===== config.mk =====
export PLATFORM = sky130hd
export DESIGN_NAME = led_matrix_scan_ctrl
export DESIGN_NICKNAME = d
export VERILOG_FILES = /design/src/rtl/led_matrix_scan_ctrl.sv
export SDC_FILE = /design/constraint.sdc
export NUM_CORES = 1
export LEC_CHECK = 0
export CAP_MARGIN = 10
export CORE_MARGIN = 8
export CORE_UTILIZATION = 40
export DETAILED_ROUTE_END_ITERATION = 10
export GPL_TIMING_DRIVEN = 1
export PLACE_DENSITY = 0.55
export SYNTH_ARGS = -nofsm -noshare
export SYNTH_HDL_FRONTEND = slang
export SYNTH_SLANG_ARGS = --single-unit

===== constraint.sdc =====
create_clock -name clk12MHz -period 5 [get_ports clk12MHz]
set_input_delay 1 -clock clk12MHz [delete_from_list [all_inputs] [get_ports clk12MHz]]
set_output_delay 1 -clock clk12MHz [all_outputs]
set_load 0.01 [all_outputs]

===== src/rtl/led_matrix_scan_ctrl.sv =====
// Column-multiplexed scan controller for a 4x8 LED matrix with a double-buffered
// frame, anti-ghosting blanking and 3-bit brightness PWM.
module led_matrix_scan_ctrl #(
  parameter int unsigned SLOT_CYCLES  = 3000,
  parameter int unsigned BLANK_CYCLES = 24
) (
  input  logic       clk12MHz,
  input  logic       rst_n,
  input  logic       wr_valid,
  output logic       wr_ready,
  input  logic [1:0] wr_col,
  input  logic [7:0] wr_data,
  input  logic       swap_req,
  output logic       swap_pending,
  input  logic [2:0] bright,
  output logic       frame_start,
  output logic [3:0] column_leds,
  output logic [7:0] line_leds
);

  localparam int unsigned DRIVE_CYCLES = SLOT_CYCLES - BLANK_CYCLES;
  localparam int unsigned CW           = $clog2(SLOT_CYCLES) + 1;
  localparam int unsigned PW           = CW + 3;

  typedef enum logic {
    BLANK = 1'b0,
    DRIVE = 1'b1
  } state_t;

  state_t          state, state_nx;
  logic [CW-1:0]   cnt, cnt_nx;
  logic [CW-1:0]   on_cycles, on_cycles_nx;
  logic [1:0]      col, col_nx;
  logic [7:0]      pattern, pattern_nx;
  logic [3:0][7:0] front, back;
  logic [PW-1:0]   on_product;
  logic            boundary;
  logic            wr_accept;
  logic            swap_pending_nx;
  logic [3:0]      column_nx;
  logic [7:0]      line_nx;

  assign on_product = (PW'(bright) + PW'(1)) * PW'(DRIVE_CYCLES);
  assign wr_accept  = wr_valid && wr_ready;

  // Next-state and next-output logic; outputs are registered from these values
  always_comb begin
    state_nx     = state;
    cnt_nx       = cnt + CW'(1);
    col_nx       = col;
    pattern_nx   = pattern;
    on_cycles_nx = on_cycles;
    boundary     = 1'b0;
    case (state)
      BLANK: begin
        if (cnt == CW'(BLANK_CYCLES - 1)) begin
          state_nx     = DRIVE;
          cnt_nx       = '0;
          pattern_nx   = front[col];
          on_cycles_nx = CW'(on_product >> 3);
        end
      end
      DRIVE: begin
        if (cnt == CW'(DRIVE_CYCLES - 1)) begin
          state_nx = BLANK;
          cnt_nx   = '0;
          col_nx   = col + 2'd1;
          boundary = (col == 2'd3);
        end
      end
      default: begin
        state_nx = BLANK;
        cnt_nx   = '0;
      end
    endcase

    swap_pending_nx = swap_pending ? !boundary : swap_req;

    column_nx = (state_nx == DRIVE) ? ~(4'b0001 << col_nx) : 4'b1111;
    line_nx   = ((state_nx == DRIVE) && (cnt_nx < on_cycles_nx)) ? pattern_nx : 8'h00;
  end

  always_ff @(posedge clk12MHz or negedge rst_n) begin
    if (!rst_n) begin
      state        <= BLANK;
      cnt          <= '0;
      col          <= 2'd0;
      pattern      <= 8'h00;
      on_cycles    <= '0;
      swap_pending <= 1'b0;
      wr_ready     <= 1'b1;
      frame_start  <= 1'b0;
      column_leds  <= 4'b1111;
      line_leds    <= 8'h00;
    end else begin
      state        <= state_nx;
      cnt          <= cnt_nx;
      col          <= col_nx;
      pattern      <= pattern_nx;
      on_cycles    <= on_cycles_nx;
      swap_pending <= swap_pending_nx;
      wr_ready     <= !swap_pending_nx;
      frame_start  <= boundary;
      column_leds  <= column_nx;
      line_leds    <= line_nx;
    end
  end

  // Back buffer is written only while no swap is pending, so the copy sees a stable image
  always_ff @(posedge clk12MHz or negedge rst_n) begin
    if (!rst_n) begin
      front <= '0;
      back  <= '0;
    end else begin
      if (wr_accept) begin
        back[wr_col] <= wr_data;
      end
      if (boundary && swap_pending) begin
        front <= back;
      end
    end
  end

endmodule


# Word-level counts from Yosys, hierarchy flattened
# Cells that the tools add are included.
word_totals:
  elab_cells: 60
  rom_bits: 0
  register_bits: 116
  ramBits: 0
  mem_count: 0
  output_inout_bits: 15
  latch_bits: 0
classes:
  n_eq_ne: 3
  n_div: 0
  bitwise_logic: 2
  mux: 22
  shifts: 1
  add_sub_neg: 3
  order_cmp: 4
  reduce_logical: 6
  n_mul: 1
ops:
  columns: ["cell", "n"]
  rows:
  - ["13-bit 2-to-1 mux", 4]
  - ["8-bit 2-to-1 mux", 5]
  - ["32-bit bitwise mux", 1]
  - ["13-bit one-hot mux with 2 select lines", 1]
  - ["8-bit binary-select mux with 2-bit select", 1]
  - ["8-bit demux with 2-bit select", 1]
  - ["13-bit by 1-bit adder with 13-bit output, second input constant", 1]
  - ["13-bit by 12-bit equality test with 1-bit output, second input constant", 1]
  - ["13-bit by 5-bit equality test with 1-bit output, second input constant", 1]
  - ["13-bit < comparator", 1]
  - ["4-bit by 7-bit multiplier with 11-bit output, second input constant", 1]
  - ["2-bit by 3-bit < comparator with 1-bit output, second input constant", 2]
  - ["1-bit 2-to-1 mux", 5]
  - ["3-bit by 1-bit adder with 4-bit output, second input constant", 1]
  - ["1-bit logical AND", 4]
  - ["2-bit 2-to-1 mux", 2]
  - ["4-bit 2-to-1 mux", 1]
  - ["4-bit inverter", 1]
  - ["1-bit by 2-bit left shift with 4-bit output, first input constant", 1]
  - ["2-bit by 1-bit adder with 2-bit output, second input constant", 1]
  - ["2-bit equality test, second input constant", 1]
  - ["2-bit by 1-bit greater-or-equal comparator with 1-bit output, second input constant", 1]
  - ["1-bit logical NOT", 2]
  - ["1-bit one-hot mux with 2 select lines", 1]
  - ["1-bit inverter", 1]

# Logic depth before layout (Yosys ltp)
# Gate-level depths: netlist (run 1).
logic_depth:
  word_depth: 7
  ltp_mapped: 18
  depth_no_buf: 18

# Worst setup path before layout (run 1)
# OpenSTA, ideal clock, no wires.
synth_timing:
  path_kind: "input to register"
  from: "input port bright[0]"
  to: "register line_leds[0]"
  cell_stages: 16
  required_time_ps: 4880
  path_buffers: 0
  arrival_time_ps: 4879
  setup_ps: 120
  slack_ps: 2
  cell_sequence: "ha_1 > xor2_1 > xnor2_1 > fa_1 > inv_1 > fa_1 > a211oi_1 > o21bai_1 > a21oi_1 > xor2_1 > o21a_1 > ha_1 > nand4_1 > or4_1 > o311ai_2 > and3b_1"
synth_between:
  elab_chain_len: 7
synth_rtl:
  columns: ["element", "line", "rtl"]
  rows:
  - ["start, declared", "15", "input logic [2:0] bright,"]
  - ["3-bit by 1-bit adder with 4-bit output", "43", "assign on_product = (PW'(bright) + PW'(1)) * PW'(DRIVE_CYCLES);"]
  - ["4-bit by 7-bit multiplier with 11-bit output", "43", null]
  - ["13-bit 2-to-1 mux", "56", "if (cnt == CW'(BLANK_CYCLES - 1)) begin"]
  - ["13-bit 2-to-1 mux", "54", "case (state)"]
  - ["13-bit < comparator", "80", "line_nx = ((state_nx == DRIVE) && (cnt_nx < on_cycles_nx)) ? pattern_nx : 8'h00;"]
  - ["1-bit logical AND", "80", null]
  - ["8-bit 2-to-1 mux", "80", null]
  - ["net line_nx[0]", "41", "logic [7:0] line_nx;"]
  - ["end signal, assigned", "105", "line_leds <= line_nx;"]
  - ["end, declared", "18", "output logic [7:0] line_leds"]
# The timed path passes the listed nets, and every way through them passes these cells.
# A chain may end at the register's enable or synchronous reset.

# Final worst setup path (run 1)
layout_timing:
  from: "input port bright[1]"
  to: "register line_leds[4]"
# Same word-level chain as after synthesis.

==> key figures, run 1 <==
Routing
  – WL per Instance: 16.30 um
  – 1st-pass router iterations: 4
  – Initial DRC Count: approximately 240
  – Drt drc: 0
  – Routed Antenna Nets: 0
  – Total Wirelength: 10740 um
  – Vias: roughly 3200
  – DR vias/cell: about 4.9

Clock network
  – TritonCTS Sinks: approximately 120
  – Worst-skew pair later-pin latency: 0.41 ns
  – CTS max path bufs: 2
  – Clock Pin Slew Worst Setup and Hold Paths: 0.05 ns
  – TritonCTS clock tree: yes
  – CTS Buf Count: 17
  – Depth of the CTS H-tree: 4
  – CTS root buffer: clkbuf_16

Cells and area
  – Nets@finish: around 500
  – Fraction of layout cells with a size suffix above 1: 34.66%
  – Area growth, synth to finish: 23.80%
  – Storage element area: approximately 0.0029 mm2
  – Filler Cells Inserted: approximately 1200
  – Fin util: between 50% and 60%
  – Antenna cell count: 0
  – Post-route design area: slightly below 0.007 mm2
  – Area of the multi-input gates: around 0.0026 mm2

Floorplanning
  – Die Y: roughly 130 um
  – Core Box Area: about 0.014 mm2
  – Die ar.: 0.01797 mm2
  – Row count: 43
  – Starting Density: between 40% and 50%
  – IO Count: 32
  – Die width: around 130 um

Logic synthesis
  – Cells after synthesis: 404
  – Largest family of logic cells by synthesized area: multiplexers
  – Dominant synthesized flop cell: dfrtp_1
  – Compound-Gate Fraction of Synth Area: about 4.5%
  – Mean Syn Cell Area: approximately 14 um2
  – Sequential area share after synthesis: between 50% and 60%
  – Synth Area in Adders: under 10%
  – Area fraction of the dominant cell type after synthesis: 49.84%
  – Mapped Nets: between 400 and 500
  – Post-synth EDFFs: 0
  – Yosys top cell by area: dfrtp_1
  – Yosys reg bits: ~120
  – Fraction of registers with async set or reset after synthesis: 100.0%
  – Post-Synth Simple-Gate Area: under 10%
  – Mapped cell area: about 0.0056 mm2
  – XOR/XNOR Fraction of Synth Area: between 3 and 4%
  – Distinct cells, synth: 47
  – Synth warnings: 0
  – Area contributors post-synth: dfrtp_1 50%, mux2_2 9.5%, mux2_4 7.8%
  – Multiplexer share of the synthesized area: between 20% and 30%

Place
  – # port buffers: 31
  – DP Area: roughly 0.0062 mm2
  – RePlAce Congestion: around 0.82
  – Placed wire-length estimate: roughly 7500 um

Setup path
  – Crit path arrival time: between 5 and 6 ns
  – Critical Path Start: bright[1]
  – Reg2reg setup slack: ~1.4 ns
  – Reg2Reg Launch Point: cnt[7]
  – Crit Path Class: input pin to register
  – Crit path launch type: input pin
  – Critical Path Fanout Max: 8
  – Worst EP required: about 5.3 ns
  – Crit path capture type: register

Timing
  – Final Hold Fails: 0
  – Setup violators final: 0
  – RSZ-0062 raised after global routing: no
  – Worst slew pin tran: 0.8755 ns
  – Slew headroom: 41.32%
  – Clock Skews: approximately 0.0057 ns
  – Setup_tns: 0 ns
  – Final period utilization: 94.82%
  – Period minus WS final: between 4 and 5 ns
  – Max Slew Vio Count: 0
  – FMAX: about 0.21 GHz

Worst hold path
  – Min-delay src: on_cycles[1]
  – Hold Crit Class: register to register

Global route
  – Overall Global Routing Usage: about an eighth
  – Initial antenna violation count: 0
  – Vias in the first global route: approximately 3600
  – Gr ovfl total: 0
  – First-pass GRT wire length: around 18000 um
  – Largest net degree at the start of global routing: 47

Power and ir drop
  – Pwr per Cell Area: approximately 370 mW/mm2
  – Peak VDD IR: 0.2292 mV
  – Static leakage: 0.003397 uW
  – Power Total: 2586 uW

Status
  – Status: completed

Flow run
  – Max Cap Viol: 0
[Yosys cell counts (all sizes together) (3+ instances only)]
master	n
nor3	3
xnor2	9
dfrtp	111
and3b	9
mux2	76
a21oi	11
a21o	6
buf	6
nand4	4
inv	20
nor2	16
xor2	11
clkbuf	3
and3	6
nand3	7
dfstp	5
fa	3
nand2	23
ha	29
mux4	8
o21ai	10
[logic make-up (layout without fill, tap and decap cells)]
family / Yosys count / after routing
AND/OR/NAND/NOR: 84 / 84
multiplexers: 85 / 85
adder cells (fa/ha/maj): 32 / 32
XOR/XNOR: 20 / 20
flip-flops: 116 / 116
buffers and inverters: 29 / 104
AO/OA/AOI/OAI: 38 / 38
[state kept, by name, indices dropped and copies added (netlist names)]
| signal | count |
|---|---|
| frame_start | 1 |
| on_cycles | 13 |
| wr_ready | 1 |
| column_leds | 4 |
| front | 32 |
| pattern | 8 |
| state | 1 |
| line_leds | 8 |
| swap_pending | 1 |
| cnt | 13 |
| back | 32 |
| col | 2 |
[placed cells by master (no fill, tap or decap), drive strengths merged, types with 7 or more instances in the layout]
master / instances
a21oi: 11
and3b: 9
buf: 22
clkbuf: 23
clkdlybuf4s50: 27
dfrtp: 111
ha: 29
inv: 20
mux2: 76
mux4: 8
nand2: 23
nand3: 7
nor2: 16
o21ai: 10
xnor2: 9
xor2: 11
[path summary, 6_finish.rpt]
path,to,cells after the start
worst max-delay path,line_leds[4],17
worst min-delay path,on_cycles[1],2
worst max register to register,line_leds[4],9
worst min register to register,on_cycles[1],2
max in group asynchronous,cnt[2],2
min in group asynchronous,cnt[5],1
[where the power goes]
group	leakage [uW]	internal [uW]	switching (uW)
Combinational	0.00154	140	146
Clock	0.000311	887	426
Sequential	0.00155	976	11.1
[area by class of cell]
cell class	instances	area share, %
repair buffers	52	6.638
well taps	180	3.264
multi-input cells	259	37.36
inverters	20	1.088
clock buffers	21	6.964
flip-flops and latches	116	42.17
clock inverters	11	2.521
[repair_timing]
action | 4_1_cts | 5_1_grt
hold endpoints to repair | 0 | 0
hold buffers | 0 | 0
pin swaps | 4 | 8
setup endpoints to repair | 8 | 8
resized for setup | 8 | 12
gates cloned | 0 | 0
buffers inserted | 0 | 1
[routing by layer]
layer,GRT usage (%),vias to the layer above,share of wire (%)
met5,0,-,0
met4,5.115,0,1.3
met3,4.114,12,2.8
met2,21.78,31,51
met1,15.90,1637,45
li1,-,1567,-
[critical path, stage by stage]
cell	delay, ns
clkbuf_2	0.11
ha_4	0.25
buf_4	0.13
ha_1	0.18
or2_2	0.31
fa_1	0.51
ha_4	0.30
o21ai_0	0.09
o21bai_1	0.21
a21oi_2	0.09
xor2_1	0.16
o21a_1	0.21
ha_4	0.27
nand4_1	0.11
or4_4	0.52
o311ai_4	0.35
and3b_1	0.23
[per-stage QoR]
step                      instances  hold WS (ns)  setup WS (ns)
after floorplan                 404        0.4317       0.001656
after global placement          626        0.4429        -0.7092
after detailed placement        626        0.4611        -0.7667
after CTS                       658        0.4740        0.02069
after global routing            659        0.5052        0.04675
final                           659        0.4749         0.2591
No activity file was read; power rests on OpenSTA's default activity.
==> inputs of run 2 (changes only) <==
--- a/config.mk
+++ b/config.mk
@@ -8,9 +8,10 @@
 export CAP_MARGIN = 10
 export CORE_MARGIN = 8
 export CORE_UTILIZATION = 40
+export CTS_BUF_LIST = sky130_fd_sc_hd__clkbuf_16
+export CTS_CLUSTER_SIZE = 20
 export DETAILED_ROUTE_END_ITERATION = 10
 export GPL_TIMING_DRIVEN = 1
-export PLACE_DENSITY = 0.55
 export SYNTH_ARGS = -nofsm -noshare
 export SYNTH_HDL_FRONTEND = slang
 export SYNTH_SLANG_ARGS = --single-unit
==> key figures, run 2 (synthesis gave the netlist of run 1 again) <==
Status
  – Status: completed

Setup path
  – Crit Path Class: input pin to register
  – Crit path capture type: register
  – Critical Path Fanout Max: 8
  – Worst EP required: 5.29 ns
  – Worst setup path endpoint: line_leds[4]
  – Critical Path Start: bright[0]
  – Register-to-Register Path Depth: 11
  – Reg2reg setup slack: between 1 and 1.5 ns
  – RR Endpoint: line_leds[4]
  – Crit path launch type: input pin
  – Reg2Reg Launch Point: cnt[0]
  – Crit path arrival time: a little over 5 ns

Power and ir drop
  – Peak VDD IR: ~0.25 mV
  – Pwr per Cell Area: approximately 340 mW/mm2
  – Static leakage: 0.003367 uW

Clock network
  – TritonCTS clock tree: yes
  – TritonCTS Sinks: roughly 120
  – CTS max path bufs: 2
  – CTS root buffer: clkbuf_16
  – Clock Pin Slew Worst Setup and Hold Paths: ~0.050 ns
  – CTS Buf Count: 17
  – Depth of the CTS H-tree: 4
  – Worst-skew pair later-pin latency: about 0.40 ns

Cells and area
  – Biggest regs: back (32), front (32)
  – Antenna cell count: 0
  – Fraction of layout cells with a size suffix above 1: between 30% and 40%
  – Nets@finish: 516
  – Post-route design area: 0.006839 mm2
  – Commonest non-fill, non-tap cell in the layout: dfrtp_1
  – Area growth, synth to finish: 22.72%
  – Most frequent cells in the layout: 111 x dfrtp_1, 47 x mux2_2, 29 x mux2_4

Place
  – Placed wire-length estimate: 7547 um
  – DP Area: between 0.006 and 0.007 mm2
  – RePlAce Congestion: about 0.8
  – # port buffers: 31

Routing
  – Vias: about 3300
  – Initial DRC Count: ~140
  – 1st-pass router iterations: 6
  – Routed Antenna Nets: 0
  – Drt drc: 0
  – WL per Instance: 16.30 um
  – Total Wirelength: ~11000 um
  – DR vias/cell: 4.973

Timing
  – Worst slew pin tran: between 1 and 1.5 ns
  – Setup_tns: 0 ns
  – Setup violators final: 0
  – Final Hold Fails: 0
  – Slew headroom: about 28%
  – Period minus WS final: approximately 4.8 ns
  – Final period utilization: approximately 97%
  – Max Slew Vio Count: 0
  – Clock Skews: around 0.0072 ns
  – FMAX: a little over 0.2 GHz
  – Worst hold slack: approximately 0.42 ns

Floorplanning
  – IO Count: 32
  – Die Y: between 100 and 150 um
  – Starting Density: around 40%
  – Row count: 43
  – Die ar.: ~0.018 mm2
  – Core Box Area: around 0.014 mm2
  – Die width: between 100 and 150 um

Global route
  – Overall Global Routing Usage: roughly an eighth
  – First-pass GRT wire length: approximately 18000 um
  – Vias in the first global route: around 3700
  – Gr ovfl total: 0
  – Initial antenna violation count: 0
  – Largest net degree at the start of global routing: just over 70

Worst hold path
  – Hold Crit Class: input pin to async pin

Flow run
  – Max Cap Viol: 0
## run 2: repair_timing
action,4_1_cts,5_1_grt
pin swaps,11,10
hold buffers,0,0
gates resized for setup,13,17
endpoints found under the setup margin,8,8
buffers inserted,1,1
## run 2: report_power, final
group / internal [uW] / switching, uW
clock network: 664 / 397
registers: 976 / 11.3
logic: 153 / 156
total: 1790 / 564
## run 2: metal layers
| metal | global-route usage (%) | routed length, um |
|---|---|---|
| met3 | 3.852 | 299 |
| met4 | 4.679 | 92 |
| met5 | 0 | 0 |
| met1 | 15.82 | 4798 |
| met2 | 21.95 | 5549 |
## run 2: metrics by stage
| step | util, % | instances | power (uW) | setup slack (ns) |
|---|---|---|---|---|
| 2_1_floorplan | - | 404 | 1157 | 0.001656 |
| 3_3_place_gp | 44.93 | 626 | 1260 | -0.6760 |
| 3_5_place_dp | 44.93 | 626 | 1273 | -0.7713 |
| 4_1_cts | 49.12 | 658 | 2365 | 0.03260 |
| 5_1_grt | 49.85 | 659 | 2474 | -0.03533 |
| 6_report | 49.85 | 659 | 2358 | 0.1630 |
## run 2: final cells by class
class | instances | area [um2]
Inverter | 20 | 75.07
Clock buffer | 17 | 425.4
Clock inverter | 14 | 98.84
Multi-Input combinational cell | 259 | 2626
Sequential cell | 116 | 2909
Timing Repair Buffer | 53 | 479.2
Fill cell | 1223 | 6880
Tap cell | 180 | 225.2
## run 2: critical path, cell delays in order
cell and delay, ns:
clkdlybuf4s15_1 0.25, ha_4 0.25, buf_4 0.14, ha_1 0.20, or2_4 0.26, fa_1 0.48
ha_4 0.29, o21ai_1 0.07, o21bai_1 0.17, a21oi_2 0.10, xor2_2 0.15, o21a_1 0.21
ha_4 0.27, nand4_1 0.11, or4_4 0.58, o311ai_4 0.36, and3b_1 0.23
## run 2: worst min-delay path by stage
| stage | start | end | slack (ns) | depth (start not counted) |
|---|---|---|---|---|
| after CTS | rst_n | frame_start | 0.41 | 1 |
| final | rst_n | frame_start | 0.42 | 1 |
| after global routing | rst_n | frame_start | 0.41 | 1 |
| after detailed placement | on_cycles[1] | on_cycles[1] | 0.47 | 2 |
| after floorplan | on_cycles[1] | on_cycles[1] | 0.43 | 2 |
| after global placement | on_cycles[1] | on_cycles[1] | 0.44 | 2 |
